File: config.mk
export PLATFORM = sky130hd
export DESIGN_NAME = mmio_bridge_nslot
export DESIGN_NICKNAME = d
export VERILOG_FILES = /design/src/rtl/mmio_bridge_nslot.sv
export SDC_FILE = /design/constraint.sdc
export NUM_CORES = 1
export LEC_CHECK = 0
export ABC_AREA = 0
export CAP_MARGIN = 5
export CORE_ASPECT_RATIO = 1.2
export CORE_MARGIN = 2
export CORE_UTILIZATION = 30
export DETAILED_ROUTE_END_ITERATION = 10
export PLACE_DENSITY = 0.74
export SYNTH_ARGS = -nofsm -noshare
export SYNTH_HDL_FRONTEND = slang
export SYNTH_SLANG_ARGS = --single-unit
File: constraint.sdc
create_clock -name clk -period 2.2 [get_ports clk]
set_input_delay 0.44 -clock clk [delete_from_list [all_inputs] [get_ports clk]]
set_output_delay 0.44 -clock clk [all_outputs]
set_load 0.005 [all_outputs]
File: src/rtl/mmio_bridge_nslot.sv
// MMIO bridge: decodes CPU accesses to NUM_DEV address windows and runs
// a registered req/ack handshake with timeout, plus a registered IRQ stage.
module mmio_bridge_nslot #(
  parameter int                    NUM_DEV    = 2,
  parameter int                    WIN_BITS   = 4,
  parameter logic [NUM_DEV*32-1:0] BASE_ADDRS = {32'h0000_7F10, 32'h0000_7F00},
  parameter int                    TIMEOUT    = 15,
  parameter logic [31:0]           DEFAULT_RD = 32'h0
) (
  input  logic                  clk,
  input  logic                  reset,
  input  logic                  PrReq,
  input  logic [31:0]           PrAddr,
  input  logic [31:0]           PrWD,
  input  logic [3:0]            PrWE,
  output logic [31:0]           PrRD,
  output logic                  PrReady,
  output logic                  PrErr,
  output logic [31:0]           Dev_Addr,
  output logic [31:0]           Dev_WD,
  output logic [3:0]            Dev_BE,
  output logic                  Dev_We,
  output logic [NUM_DEV-1:0]    Dev_Sel,
  input  logic [NUM_DEV*32-1:0] Dev_RD,
  input  logic [NUM_DEV-1:0]    Dev_Ack,
  input  logic [NUM_DEV-1:0]    Dev_IRQ,
  output logic [NUM_DEV-1:0]    IRQ
);

  typedef enum logic [1:0] {
    S_IDLE,
    S_ACCESS,
    S_RESP
  } state_t;

  localparam logic [7:0] LP_CNT_LAST = 8'(TIMEOUT - 1);

  state_t               r_state;
  state_t               w_state_nx;
  logic [7:0]           r_cnt;
  logic [7:0]           w_cnt_nx;
  logic [NUM_DEV-1:0]   r_sel;
  logic [NUM_DEV-1:0]   w_sel_nx;
  logic [31:0]          r_addr;
  logic [31:0]          w_addr_nx;
  logic [31:0]          r_wd;
  logic [31:0]          w_wd_nx;
  logic [3:0]           r_be;
  logic [3:0]           w_be_nx;
  logic                 r_we;
  logic                 w_we_nx;
  logic [31:0]          r_rd;
  logic [31:0]          w_rd_nx;
  logic                 r_ready;
  logic                 w_ready_nx;
  logic                 r_err;
  logic                 w_err_nx;
  logic [NUM_DEV-1:0]   r_irq;

  logic [NUM_DEV-1:0]   w_hit_oh;
  logic                 w_hit;
  logic [31:0]          w_sel_rd;
  logic                 w_sel_ack;

  // Scan from the top so the lowest overlapping slot is written last.
  always_comb begin
    w_hit_oh = '0;
    for (int k = NUM_DEV - 1; k >= 0; k--) begin
      if (PrAddr[31:WIN_BITS] ==
          BASE_ADDRS[k*32+WIN_BITS +: 32-WIN_BITS]) begin
        w_hit_oh    = '0;
        w_hit_oh[k] = 1'b1;
      end
    end
  end

  assign w_hit = |w_hit_oh;

  always_comb begin
    w_sel_rd = '0;
    for (int k = 0; k < NUM_DEV; k++) begin
      if (r_sel[k]) begin
        w_sel_rd = w_sel_rd | Dev_RD[k*32 +: 32];
      end
    end
  end

  assign w_sel_ack = |(Dev_Ack & r_sel);

  always_ff @(posedge clk) begin
    if (!reset) begin
      r_state <= S_IDLE;
    end else begin
      r_state <= w_state_nx;
    end
  end

  always_comb begin
    w_state_nx = r_state;
    w_cnt_nx   = r_cnt;
    w_sel_nx   = r_sel;
    w_addr_nx  = r_addr;
    w_wd_nx    = r_wd;
    w_be_nx    = r_be;
    w_we_nx    = r_we;
    w_rd_nx    = r_rd;
    w_ready_nx = 1'b0;
    w_err_nx   = 1'b0;
    unique case (r_state)
      S_IDLE: begin
        if (PrReq) begin
          if (w_hit) begin
            w_addr_nx  = PrAddr;
            w_wd_nx    = PrWD;
            w_be_nx    = PrWE;
            w_we_nx    = |PrWE;
            w_sel_nx   = w_hit_oh;
            w_cnt_nx   = '0;
            w_state_nx = S_ACCESS;
          end else begin
            w_rd_nx    = DEFAULT_RD;
            w_err_nx   = 1'b1;
            w_ready_nx = 1'b1;
            w_state_nx = S_RESP;
          end
        end
      end
      S_ACCESS: begin
        // A late ack on the timeout boundary still completes normally.
        if (w_sel_ack) begin
          w_rd_nx    = r_we ? 32'h0 : w_sel_rd;
          w_ready_nx = 1'b1;
          w_sel_nx   = '0;
          w_state_nx = S_RESP;
        end else if (r_cnt == LP_CNT_LAST) begin
          w_rd_nx    = DEFAULT_RD;
          w_err_nx   = 1'b1;
          w_ready_nx = 1'b1;
          w_sel_nx   = '0;
          w_state_nx = S_RESP;
        end else begin
          w_cnt_nx = r_cnt + 8'd1;
        end
      end
      S_RESP: begin
        w_state_nx = S_IDLE;
      end
      default: begin
        w_state_nx = S_IDLE;
      end
    endcase
  end

  always_ff @(posedge clk) begin
    if (!reset) begin
      r_cnt   <= '0;
      r_sel   <= '0;
      r_addr  <= '0;
      r_wd    <= '0;
      r_be    <= '0;
      r_we    <= 1'b0;
      r_rd    <= '0;
      r_ready <= 1'b0;
      r_err   <= 1'b0;
    end else begin
      r_cnt   <= w_cnt_nx;
      r_sel   <= w_sel_nx;
      r_addr  <= w_addr_nx;
      r_wd    <= w_wd_nx;
      r_be    <= w_be_nx;
      r_we    <= w_we_nx;
      r_rd    <= w_rd_nx;
      r_ready <= w_ready_nx;
      r_err   <= w_err_nx;
    end
  end

  always_ff @(posedge clk) begin
    if (!reset) begin
      r_irq <= '0;
    end else begin
      r_irq <= Dev_IRQ;
    end
  end

  assign PrRD     = r_rd;
  assign PrReady  = r_ready;
  assign PrErr    = r_err;
  assign Dev_Addr = r_addr;
  assign Dev_WD   = r_wd;
  assign Dev_BE   = r_be;
  assign Dev_We   = r_we;
  assign Dev_Sel  = r_sel;
  assign IRQ      = r_irq;

endmodule

==> results.sh <==
export IMPL_crit_type="in -> reg"
export IMPL_outcome="completed"
export IMPL_place_gp_congestion=0.8472
export IMPL_cts_root_buf="clkbuf_16"
export IMPL_hold_violations=0
export IMPL_yosys_cell_types_count=46
export IMPL_ys_warn_count=0
export IMPL_worstReg2RegEnd="PrRD[30]"
export IMPL_cts_inserted_buffers=17
export IMPL_synth_edf_count=0
export IMPL_clkSinkCount=117
export IMPL_clkTransAtPathRegs_ps=50
export IMPL_grt_util_met3_pct=6.687
export IMPL_dp_hpwl_um=9849
export IMPL_clk_path_buf_depth=2
export IMPL_grt_busiest_layer="met2"
export IMPL_p_leak_nw=2.689
export IMPL_nets=802
export IMPL_layout_setup_ws_ps=211.5
export IMPL_drt_pass1_iterations=4
export IMPL_drt_iter0_markers=146
export IMPL_antenna_left=0
export IMPL_ys_async_sr_fraction_pct=0
export IMPL_die_area_um2=15560
export IMPL_initial_core_util_pct=30.59
export IMPL_grtUsageTotal_pct=16.17
export IMPL_fp_dieH_um=136.3
export IMPL_reg2reg_slack_ps=500
export IMPL_min_from="PrRD[4]"
export IMPL_timing_fmax_mhz=502.9
export IMPL_vdd_drop_max_mv=0.5593
export IMPL_dpl_cell_count=817
export IMPL_worst_pin_slew_ps=419.7
export IMPL_grt_max_degree=46
export IMPL_reg2reg_depth=6
export IMPL_portBuffers=245
export IMPL_via_count=4098
export IMPL_hold_class="reg -> reg"
export IMPL_cts_tree="done"
export IMPL_ctsHoldBuffers=0
export IMPL_min_path_cells=1
export IMPL_final_setup_skew_ps=6.512
export IMPL_grtUsageMet2_pct=28.80
export IMPL_areaGrowthSynthToFinish_pct=73.08
export IMPL_io_pins=246
export IMPL_avgRoutedWirePerCell_um=15.39
export IMPL_final_period_utilization_pct=90.39
export IMPL_startpoint_type="input pin"
export IMPL_final_cells=849
export IMPL_finalMaxSlewViolations=0
export IMPL_fin_util_pct=52.95
export IMPL_fillers=1275
export IMPL_drc=0
export IMPL_n_antenna_cell=0
export IMPL_max_slew_margin_pct=71.76
export IMPL_maxCapViolCount=0
export IMPL_dpl_worst_slack_ps=-196.0
export IMPL_wirelength_um=13060
export IMPL_gr_usage_met1_pct=16.57
export IMPL_clock_latency_ps=400
export IMPL_end_kind="flip-flop"
export IMPL_ys_seq_area_share_pct=53.56
export IMPL_rr_startpoint="r_cnt[6]"
export IMPL_critical_path_peak_fanout=45
export IMPL_tns_ps=0
export IMPL_power_per_cell_area_nw_per_um2=687.2
export IMPL_postSynthCellCount=415
export IMPL_period_needed_ps=1989
export IMPL_hold_end="PrRD[4]"
export IMPL_whs_ps=458.2
export IMPL_grt_pass1_vias=4098
export IMPL_rsz0062_at_grt="no"
export IMPL_via_per_inst=4.827
export IMPL_h_tree_depth=4
export IMPL_cp_required_ps=2480
export IMPL_grt_pass1_wl_um=19670
export IMPL_syn_avg_cell_area_um2=10.54
export IMPL_setup_viol=0
export IMPL_cp_arrival_ps=2270
export IMPL_synth_ff_type="dfxtp_1"
export IMPL_grt_ovfl_total=0
export IMPL_synth_nets=556
export IMPL_drive_gt1_share_pct=8.012
export IMPL_synth_seq_cells=117
export IMPL_post_cts_resized=0
export IMPL_fp_coreArea_um2=14290
export IMPL_netlist_area_um2=4373
export IMPL_antenna_found_initial=0
export IMPL_die_w_um=114.2
export IMPL_cts_setup_buffers=0
export IMPL_rows=48
==> cells in the final DEF (no fill, tap or decap), types with 2 or more instances in the layout <==
cell / instances
clkdlybuf4s50_1: 245
dfxtp_1: 117
nor2_1: 60
mux2i_1: 41
a22oi_1: 34
o2bb2ai_1: 32
and3_1: 24
clkbuf_16: 17
buf_4: 13
nand2_1: 7
a21oi_1: 7
nand3_1: 6
o21a_1: 5
clkinv_2: 5
nor4_1: 4
a211oi_1: 4
clkbuf_1: 4
and2_1: 3
o21ai_0: 3
bufinv_16: 3
inv_1: 2
and4b_1: 2
nand4_1: 2
nand2b_1: 2
or3_1: 2
o22ai_1: 2
nor3b_1: 2
ha_1: 2
clkinvlp_4: 2
buf_12: 2
==> worst max-delay path by stage <==
stage | from | endpoint | slack, ps | cells past startpoint
2_1_floorplan | PrAddr[31] | Dev_BE[3] | 380 | 6
3_3_place_gp | PrAddr[15] | Dev_WD[28] | -140 | 7
3_5_place_dp | PrAddr[5] | Dev_Addr[3] | -200 | 7
4_1_cts | PrAddr[5] | Dev_Addr[3] | 240 | 7
5_1_grt | PrAddr[15] | Dev_WD[23] | 100 | 7
6_report | PrAddr[5] | Dev_Addr[3] | 210 | 7
==> per-stage QoR <==
stage	power, mW	area, um^2
global route	5.393	7569
detailed placement	2.543	6984
CTS	5.282	7569
floorplan	2.252	4373
global placement	2.536	6984
finish	5.201	7569
==> power breakdown <==
part           switching [mW]  leakage, nW  internal, mW
logic                   0.112         1.46         0.254
clock network           0.904        0.284          1.80
registers             0.00474        0.943          2.13
total                    1.02         2.69          4.18
==> per-layer routing <==
metal  wire (um)  part of all wire (%)  vias to the layer above
met3        1272                   9.7                       30
li1            -                     -                     2012
met1        4994                    38                     1859
met5           0                     0                        -
met4         318                   2.4                        0
met2        6478                    50                      197
==> cell usage after synthesis, drive strengths merged, types with 2 or more instances <==
master	n	area, um^2
nand4	2	12.51
buf	12	108.9
and4b	2	20.02
o21ai	3	15.01
inv	3	11.26
and2	3	18.77
o2bb2ai	32	280.3
nand2	8	32.54
ha	2	25.02
dfxtp	117	2342
nor3	2	21.27
o21a	5	37.54
nand2b	2	12.51
clkbuf	21	88.83
a22oi	34	255.2
a21oi	8	43.79
mux2i	41	410.4
nor2	61	231.5
o22ai	2	12.51
nor3b	2	15.01
nor4	5	37.53
and4	2	18.77
a211oi	5	42.54
nand3	6	30.03
or3	2	12.51
and3	24	150.1
==> logic make-up after synthesis <==
family	synth area share (%)
muxes	9.385
AOI/OAI and AO/OA	16.97
buffers and inverters	4.778
DFF	53.56
and+or+nand+nor	14.74
adders and majority gates	0.5722
==> sequential cells by signal, indices dropped and copies added, names as in the netlist <==
| name | flops |
|---|---|
| PrRD | 32 |
| Dev_We | 1 |
| Dev_BE | 4 |
| Dev_WD | 32 |
| Dev_Addr | 32 |
| r_state | 2 |
| IRQ | 2 |
| PrErr | 1 |
| r_cnt | 8 |
| Dev_Sel | 2 |
| PrReady | 1 |
==> worst max-delay path, cell delays in order <==
cell	delay, ps
clkdlybuf4s50_1	430
nor4b_2	310
nand4_1	200
nor3_4	230
buf_12	300
mux2i_1	250
nor2_1	60
==> layout make-up <==
type | instances | area [um^2] | area share (%)
inverters | 3 | 11.26 | 0.1488
repair buffers | 260 | 2590 | 34.22
clock buffers | 22 | 454.2 | 6.001
multi-input cells | 262 | 1822 | 24.07
well taps | 175 | 219.0 | 2.893
flip-flops and latches | 117 | 2342 | 30.95
clock inverters | 10 | 130.1 | 1.719
Note: power is estimated with default switching activity, not from simulation.
